--- src/rtl/dc_cal_pkg.sv ---
// rtl/dc_cal_pkg.sv - shared types and constants for the DC-removal calibration sequencer
// Purpose : state encoding and default loop gains shared by dc_cal_ctrl and the
//           mult-add DC estimator datapath top.
// Ports   : none (package).
package dc_cal_pkg;

   localparam int STATE_W = 3;

   typedef enum logic [STATE_W-1:0] {
      ST_IDLE    = 3'd0,
      ST_CLEAR   = 3'd1,
      ST_ACQUIRE = 3'd2,
      ST_TRACK   = 3'd3,
      ST_HOLD    = 3'd4
   } cal_state_e;

   localparam logic [15:0] K_FAST_DEF = 16'h0800;
   localparam logic [15:0] K_SLOW_DEF = 16'h0085;

endpackage

--- src/rtl/dc_lock_det.sv ---
// rtl/dc_lock_det.sv - window-based settle detector for the DC estimate
// Purpose : every WIN_LEN enabled cycles compare dc_est with the previous
//           window's snapshot; LOCK_WINS consecutive small deltas assert locked.
// Ports   : clk, rst (sync, active low), en (count/evaluate this cycle),
//           clr (restart lock logic, wins over en), dc_est (signed estimate),
//           locked (registered settle indication).
module dc_lock_det import dc_cal_pkg::*; #(
   parameter int                    DATA_WIDTH = 16,
   parameter int                    WIN_LEN    = 1024,
   parameter logic [DATA_WIDTH-1:0] LOCK_TOL   = 16'd16,
   parameter int                    LOCK_WINS  = 4
) (
   input  logic                  clk,
   input  logic                  rst,
   input  logic                  en,
   input  logic                  clr,
   input  logic [DATA_WIDTH-1:0] dc_est,
   output logic                  locked
);

   localparam int WIN_W = (WIN_LEN > 1) ? $clog2(WIN_LEN) : 1;
   localparam int SET_W = $clog2(LOCK_WINS + 1);

   logic [WIN_W-1:0]      win_cnt_q, win_cnt_d;
   logic [DATA_WIDTH-1:0] snap_q, snap_d;
   logic                  snap_vld_q, snap_vld_d;
   logic [SET_W-1:0]      settled_q, settled_d;
   logic                  locked_q, locked_d;

   logic                         wrap;
   logic signed [DATA_WIDTH:0]   diff;
   logic [DATA_WIDTH:0]          abs_diff;

   always_comb begin
      wrap = en && (win_cnt_q == WIN_W'(WIN_LEN - 1));
      // One extra bit so that e.g. 0x7FFF vs 0x8000 yields 65535, not 1.
      diff = $signed({dc_est[DATA_WIDTH-1], dc_est}) - $signed({snap_q[DATA_WIDTH-1], snap_q});
      abs_diff = diff[DATA_WIDTH] ? $unsigned(-diff) : $unsigned(diff);

      win_cnt_d  = win_cnt_q;
      snap_d     = snap_q;
      snap_vld_d = snap_vld_q;
      settled_d  = settled_q;
      locked_d   = locked_q;

      if (clr) begin
         win_cnt_d  = '0;
         snap_d     = '0;
         snap_vld_d = 1'b0;
         settled_d  = '0;
         locked_d   = 1'b0;
      end else if (en) begin
         if (wrap) begin
            win_cnt_d  = '0;
            snap_d     = dc_est;
            snap_vld_d = 1'b1;
            // First wrap after a restart only seeds the snapshot.
            if (snap_vld_q) begin
               if (abs_diff <= {1'b0, LOCK_TOL}) begin
                  if (settled_q < SET_W'(LOCK_WINS))
                     settled_d = settled_q + SET_W'(1);
                  locked_d = (settled_d == SET_W'(LOCK_WINS));
               end else begin
                  settled_d = '0;
                  locked_d  = 1'b0;
               end
            end
         end else begin
            win_cnt_d = win_cnt_q + WIN_W'(1);
         end
      end
   end

   always_ff @(posedge clk) begin
      if (!rst) begin
         win_cnt_q  <= '0;
         snap_q     <= '0;
         snap_vld_q <= 1'b0;
         settled_q  <= '0;
         locked_q   <= 1'b0;
      end else begin
         win_cnt_q  <= win_cnt_d;
         snap_q     <= snap_d;
         snap_vld_q <= snap_vld_d;
         settled_q  <= settled_d;
         locked_q   <= locked_d;
      end
   end

   assign locked = locked_q;

endmodule

--- src/rtl/dc_cal_ctrl.sv ---
// rtl/dc_cal_ctrl.sv - clear/acquire/track sequencer for the mult-add DC-removal loop
// Purpose : drives accumulator clear/enable and loop gain, freezes the loop on
//           ADC over-range, reports lock once the DC estimate settles.
// Ports   : clk, rst (sync, active low), start (restart pulse), ad_din (ADC sample),
//           dc_est (datapath estimate) in; k_out, acc_sclr, acc_ena, state_o,
//           ovr_flag (sticky), locked out. All outputs registered.
module dc_cal_ctrl import dc_cal_pkg::*; #(
   parameter int                    DATA_WIDTH  = 16,
   parameter logic [DATA_WIDTH-1:0] K_FAST      = K_FAST_DEF,
   parameter logic [DATA_WIDTH-1:0] K_SLOW      = K_SLOW_DEF,
   parameter int                    CLR_CYCLES  = 8,
   parameter int                    ACQ_CYCLES  = 4096,
   parameter int                    HOLD_CYCLES = 256,
   parameter logic [DATA_WIDTH-1:0] OVR_THRESH  = 16'd32000,
   parameter int                    WIN_LEN     = 1024,
   parameter logic [DATA_WIDTH-1:0] LOCK_TOL    = 16'd16,
   parameter int                    LOCK_WINS   = 4
) (
   input  logic                  clk,
   input  logic                  rst,
   input  logic                  start,
   input  logic [DATA_WIDTH-1:0] ad_din,
   input  logic [DATA_WIDTH-1:0] dc_est,
   output logic [DATA_WIDTH-1:0] k_out,
   output logic                  acc_sclr,
   output logic                  acc_ena,
   output logic [STATE_W-1:0]    state_o,
   output logic                  ovr_flag,
   output logic                  locked
);

   localparam int SEQ_MAX = (CLR_CYCLES > ACQ_CYCLES) ? CLR_CYCLES : ACQ_CYCLES;
   localparam int SEQ_W   = $clog2(SEQ_MAX) + 1;
   localparam int HOLD_W  = $clog2(HOLD_CYCLES + 1);

   cal_state_e            state_q, state_d;
   logic [SEQ_W-1:0]      seq_cnt_q, seq_cnt_d;
   logic [HOLD_W-1:0]     hold_cnt_q, hold_cnt_d;
   logic                  ovr_q, ovr_d;
   logic                  ovr_flag_q, ovr_flag_d;
   logic [DATA_WIDTH-1:0] k_out_q, k_out_d;
   logic                  acc_sclr_q, acc_sclr_d;
   logic                  acc_ena_q, acc_ena_d;

   logic signed [DATA_WIDTH-1:0] din_s, thr_s;
   logic                         lock_en, lock_clr;

   // Over-range compare; registered into ovr_q before it steers the FSM.
   always_comb begin
      din_s = $signed(ad_din);
      thr_s = $signed(OVR_THRESH);
      ovr_d = (din_s >= thr_s) || (din_s <= -thr_s);
   end

   always_comb begin
      state_d    = state_q;
      seq_cnt_d  = seq_cnt_q;
      hold_cnt_d = hold_cnt_q;
      ovr_flag_d = ovr_flag_q;

      if (start) begin
         state_d    = ST_CLEAR;
         seq_cnt_d  = '0;
         hold_cnt_d = '0;
         ovr_flag_d = 1'b0;
      end else begin
         if (ovr_q && (state_q != ST_IDLE))
            ovr_flag_d = 1'b1;
         case (state_q)
            ST_IDLE: ;
            ST_CLEAR: begin
               if (seq_cnt_q == SEQ_W'(CLR_CYCLES - 1)) begin
                  state_d   = ST_ACQUIRE;
                  seq_cnt_d = '0;
               end else begin
                  seq_cnt_d = seq_cnt_q + SEQ_W'(1);
               end
            end
            ST_ACQUIRE: begin
               if (seq_cnt_q == SEQ_W'(ACQ_CYCLES - 1)) begin
                  state_d   = ST_TRACK;
                  seq_cnt_d = '0;
               end else begin
                  seq_cnt_d = seq_cnt_q + SEQ_W'(1);
               end
            end
            ST_TRACK: begin
               if (ovr_q) begin
                  state_d    = ST_HOLD;
                  hold_cnt_d = HOLD_W'(HOLD_CYCLES);
               end
            end
            ST_HOLD: begin
               // Leave on the edge the count would reach 0, giving exactly
               // HOLD_CYCLES frozen cycles after the last over-range sample.
               if (ovr_q) begin
                  hold_cnt_d = HOLD_W'(HOLD_CYCLES);
               end else if (hold_cnt_q <= HOLD_W'(1)) begin
                  state_d    = ST_TRACK;
                  hold_cnt_d = '0;
               end else begin
                  hold_cnt_d = hold_cnt_q - HOLD_W'(1);
               end
            end
            default: state_d = ST_IDLE;
         endcase
      end
   end

   // Outputs decoded from the next state so they change on the entering edge.
   always_comb begin
      k_out_d    = K_SLOW;
      acc_sclr_d = 1'b0;
      acc_ena_d  = 1'b0;
      case (state_d)
         ST_IDLE:    acc_sclr_d = 1'b1;
         ST_CLEAR:   begin acc_sclr_d = 1'b1; acc_ena_d = 1'b1; k_out_d = K_FAST; end
         ST_ACQUIRE: begin acc_ena_d = 1'b1; k_out_d = K_FAST; end
         ST_TRACK:   acc_ena_d = 1'b1;
         default:    ;
      endcase
   end

   always_ff @(posedge clk) begin
      if (!rst) begin
         state_q    <= ST_IDLE;
         seq_cnt_q  <= '0;
         hold_cnt_q <= '0;
         ovr_q      <= 1'b0;
         ovr_flag_q <= 1'b0;
         k_out_q    <= K_SLOW;
         acc_sclr_q <= 1'b1;
         acc_ena_q  <= 1'b0;
      end else begin
         state_q    <= state_d;
         seq_cnt_q  <= seq_cnt_d;
         hold_cnt_q <= hold_cnt_d;
         ovr_q      <= ovr_d;
         ovr_flag_q <= ovr_flag_d;
         k_out_q    <= k_out_d;
         acc_sclr_q <= acc_sclr_d;
         acc_ena_q  <= acc_ena_d;
      end
   end

   // An over-range cycle in TRACK goes to HOLD and skips any window wrap.
   assign lock_en  = (state_q == ST_TRACK) && !ovr_q;
   assign lock_clr = start || (state_q == ST_IDLE) || (state_q == ST_CLEAR) || (state_q == ST_ACQUIRE);

   dc_lock_det #(
      .DATA_WIDTH (DATA_WIDTH),
      .WIN_LEN    (WIN_LEN),
      .LOCK_TOL   (LOCK_TOL),
      .LOCK_WINS  (LOCK_WINS)
   ) u_lock_det (
      .clk    (clk),
      .rst    (rst),
      .en     (lock_en),
      .clr    (lock_clr),
      .dc_est (dc_est),
      .locked (locked)
   );

   assign k_out    = k_out_q;
   assign acc_sclr = acc_sclr_q;
   assign acc_ena  = acc_ena_q;
   assign state_o  = state_q;
   assign ovr_flag = ovr_flag_q;

endmodule

--- config.mk ---
export PLATFORM = sky130hd
export DESIGN_NAME = dc_cal_ctrl
export DESIGN_NICKNAME = d
export VERILOG_FILES = /design/src/rtl/dc_cal_pkg.sv /design/src/rtl/dc_lock_det.sv /design/src/rtl/dc_cal_ctrl.sv
export SDC_FILE = /design/constraint.sdc
export NUM_CORES = 1
export LEC_CHECK = 0
export ABC_AREA = 1
export CORE_MARGIN = 2
export CORE_UTILIZATION = 30
export CTS_CLUSTER_DIAMETER = 120
export DETAILED_ROUTE_END_ITERATION = 8
export HOLD_SLACK_MARGIN = 0.03
export SLEW_MARGIN = 20
export SYNTH_ARGS = -nofsm -noshare
export SYNTH_HDL_FRONTEND = slang
export SYNTH_SLANG_ARGS = --single-unit
--- constraint.sdc ---
create_clock -name clk -period 6.4 [get_ports clk]
set_input_delay 1.92 -clock clk [delete_from_list [all_inputs] [get_ports clk]]
set_output_delay 1.92 -clock clk [all_outputs]
set_load 0.005 [all_outputs]
==> results.py <==
metrics = {
    "sta": {
        "finClkSkew_ps": 6.80,
        "max-slew-margin-rel_pct": 43.3,
        "rsz0062_at_grt": "false",
        "maxClockFrequency_mhz": 222,
        "finalWorstPathRequiredPeriod_ps": 4510,
        "layout_worst_path_cycle_share_pct": 70.5,
        "timing_hold_violations_final": 0,
        "setup_viol_count_final": 0,
        "tns_ps": 0,
        "worst_margin_slew_ps": 850,
        "final-max-slew-violation-count": 0,
    },
    "route": {
        "drc_errors": 0,
        "count_of_tritonroute_iterations_in_the_first_routing_pass": 4,
        "uppermost_signal_routing_layer_after_detailed_routing": "met4",
        "num_vias": 4193,
        "avgViaCountPerCell": 4.49,
        "postRouteWirelength_um": 9750,
        "routed_wire_length_per_instance_um": 10.5,
        "met3WireLength_um": 434,
        "drt-met1-wl_um": 4960,
        "detail-route-antenna-nets": 0,
        "dr.first_iter.drc_count": 165,
        "route.met2.wl_um": 4200,
    },
    "layout": {
        "flow.area_growth_from_synthesis_pct": 20.5,
        "finalNetCount": 801,
        "fillCellCount": 1558,
        "antenna_cells": 0,
        "layout_cells_sized_above_1_pct": 6.54,
    },
    "synth": {
        "synth-async-reset-ratio_pct": 0,
        "synthMostInstantiatedCell": "sky130_fd_sc_hd__nand2_1",
        "number_of_cells_produced_by_synthesis": 697,
        "postSynthAreaPerCell_sq_um": 6.36,
        "yosys.area.top_type_share_pct": 28.0,
        "synth.area.top_cells": "sky130_fd_sc_hd__dfxtp_1, sky130_fd_sc_hd__nand2_1, sky130_fd_sc_hd__inv_1",
        "area_of_the_mapped_netlist_sq_um": 4430,
        "ys.warnings.count": 0,
        "post_synth_most_frequent_cells": "sky130_fd_sc_hd__nand2_1, sky130_fd_sc_hd__inv_1, sky130_fd_sc_hd__nor2_1",
        "ys_seq_elements": 62,
        "synth_sequential_area_ratio_pct": 28.0,
        "synth_top_flop_cell": "sky130_fd_sc_hd__dfxtp_1",
        "synthDominantAreaCellType": "sky130_fd_sc_hd__dfxtp_1",
        "synth-edff-count": 0,
        "yosysUniqueCellTypes": 46,
    },
    "run_status": {
        "outcome": "completed",
    },
    "die": {
        "start_util_pct": 30.6,
        "core_area_sq_um": 14500,
        "total_die_area_sq_um": 15800,
        "row_count": 44,
        "die_y_um": 126,
        "boundaryPins": 58,
        "die_x_um": 126,
    },
    "setup_path": {
        "cp_data_required_time_ps": 6670,
        "worstPathMaxFanout": 4,
        "path_class": "primary input to flip-flop",
        "arrival_time_at_the_worst_endpoint_ps": 4780,
        "cp-end-kind": "flip-flop",
        "timing.critical_path.from_type": "primary input",
    },
    "global_route": {
        "globalRouteOverflowTotal": 0,
        "first_global_vias": 3810,
        "grt_start_max_net_pins": 31,
        "grt_first_pass_wirelength_um": 17100,
        "antenna_found_initial": 0,
        "globalRouteTotalUtil_pct": 13.0,
    },
    "clock_tree": {
        "clkLatencyLatePin_ps": 340,
        "post_cts_buffers": 0,
        "holdBufCountCts": 0,
        "cts-htree-levels": 3,
        "clock_sinks": 62,
        "cts_max_path_buffers": 2,
        "post_cts_resize_count": 0,
        "clkTransAtPathRegs_ps": 50,
        "ctsRootBufferMaster": "sky130_fd_sc_hd__clkbuf_16",
        "tritoncts_clock_tree": "done",
        "cts_buffers": 9,
    },
    "placed_design": {
        "place.gp.congestion": 0.832,
        "hpwl_um": 7730,
        "portBuffers": 45,
    },
    "min_path": {
        "timing.hold.worst.class": "flip-flop to flip-flop",
    },
    "power_and_ir_drop": {
        "power.density_nw_per_um2": 202,
        "power_leakage_nw": 2.32,
        "design_power_total_w": 0.00108,
        "irDropWorstVdd_mv": 0.172,
    },
    "flow_run": {
        "max_cap_violations": 0,
    },
}
-- routing by layer --
layer	track usage (%)	vias to the layer above
met5	0	-
met4	4.90	0
met3	3.34	13
met2	19.8	72
met1	17.7	1802
li1	-	2306
-- final timing paths --
kind / start / end / slack (ps) / cells after the start
max: dc_est[0] / u_lock_det.settled_q[0] / 1890 / 22
min: u_lock_det.snap_q[4] / u_lock_det.snap_q[4] / 470 / 2
min reg2reg: u_lock_det.snap_q[4] / u_lock_det.snap_q[4] / 470 / 2
max reg2reg: u_lock_det.snap_q[0] / u_lock_det.settled_q[0] / 3640 / 20
-- stage by stage --
| stage | std cells | cell area (sq um) | worst slack [ps] | util, % | hold WS (ps) |
|---|---|---|---|---|---|
| 5_1_grt | 933 | 5340 | 1490 | 36.9 | 482 |
| 2_1_floorplan | 708 | 4470 | 2300 | - | 443 |
| 3_5_place_dp | 917 | 5010 | 1540 | 34.6 | 461 |
| 4_1_cts | 933 | 5340 | 1880 | 36.9 | 472 |
| 6_report | 933 | 5340 | 1890 | 36.9 | 468 |
| 3_3_place_gp | 917 | 5010 | 1600 | 34.6 | 456 |
-- cell usage in the layout, fill, tap and decap left out, types with 3 or more instances in the layout --
master                            count
sky130_fd_sc_hd__a21oi_1             33
sky130_fd_sc_hd__nor3b_1              5
sky130_fd_sc_hd__nor2_2               6
sky130_fd_sc_hd__nand2_1            174
sky130_fd_sc_hd__nor2_1              93
sky130_fd_sc_hd__nand3_2              3
sky130_fd_sc_hd__nand3b_1             5
sky130_fd_sc_hd__o21ai_0             21
sky130_fd_sc_hd__xor2_1              11
sky130_fd_sc_hd__xnor2_1              6
sky130_fd_sc_hd__nand4_1             11
sky130_fd_sc_hd__clkbuf_16            9
sky130_fd_sc_hd__dfxtp_1             62
sky130_fd_sc_hd__clkdlybuf4s50_1     45
sky130_fd_sc_hd__inv_1              105
sky130_fd_sc_hd__nor3_1              10
sky130_fd_sc_hd__a211oi_1            17
sky130_fd_sc_hd__ha_1                21
sky130_fd_sc_hd__inv_2                4
sky130_fd_sc_hd__inv_6                3
sky130_fd_sc_hd__nand2_2             13
sky130_fd_sc_hd__conb_1              12
sky130_fd_sc_hd__nand3_1             42
sky130_fd_sc_hd__nor4_1               8
-- cells by family (layout without fill, tap and decap cells) --
group | count (synthesis) | in the layout | share of synthesized area [%]
buffers and inverters | 131 | 172 | 12.7
AOI/OAI and AO/OA | 84 | 84 | 11.3
and+or+nand+nor | 379 | 379 | 37.9
other | 1 | 12 | 0.0846
adders and majority gates | 22 | 22 | 6.38
xor gates and xnor gates | 17 | 17 | 3.36
DFF | 62 | 62 | 28.0
muxes | 1 | 1 | 0.226
-- registers in the layout, indices dropped and copies added (netlist names) --
register	count
u_lock_det.snap_q	16
seq_cnt_q	13
u_lock_det.win_cnt_q	10
hold_cnt_q	9
state_o	3
u_lock_det.settled_q	3
k_out	2
acc_ena	1
acc_sclr	1
ovr_flag	1
ovr_q	1
u_lock_det.locked	1
u_lock_det.snap_vld_q	1
-- worst max-delay path: stages --
cell,delay (ps)
sky130_fd_sc_hd__clkdlybuf4s50_1,400
sky130_fd_sc_hd__inv_1,90
sky130_fd_sc_hd__ha_1,150
sky130_fd_sc_hd__inv_1,80
sky130_fd_sc_hd__fa_1,440
sky130_fd_sc_hd__inv_1,80
sky130_fd_sc_hd__nand2_1,40
sky130_fd_sc_hd__nand2_1,50
sky130_fd_sc_hd__nand2_1,80
sky130_fd_sc_hd__nor2_1,130
sky130_fd_sc_hd__nand2_1,70
sky130_fd_sc_hd__nor2_1,140
sky130_fd_sc_hd__nand3_1,150
sky130_fd_sc_hd__nor2_2,130
sky130_fd_sc_hd__nand2_1,90
sky130_fd_sc_hd__nand2_2,80
sky130_fd_sc_hd__nand3_1,70
sky130_fd_sc_hd__nand2_1,80
sky130_fd_sc_hd__nand4_1,80
sky130_fd_sc_hd__nor2_2,210
sky130_fd_sc_hd__nand3_1,100
sky130_fd_sc_hd__a21oi_1,130
-- final cells by class --
cell class	instances	area (sq um)	area share (%)
Inverter	110	413	7.73
Timing Repair Buffer	46	458	8.57
Tap cell	184	230	4.31
Clock inverter	7	104	1.94
Clock buffer	9	225	4.22
Multi-Input combinational cell	515	2670	50.0
Sequential cell	62	1240	23.2
-- where the power goes --
part	switching [W]	internal (W)
Clock	0.000194	0.000346
Combinational	0.0000853	0.0000615
Sequential	0.00000152	0.000388
Total	0.000281	0.000796
Power figures use the tool's default switching activity.
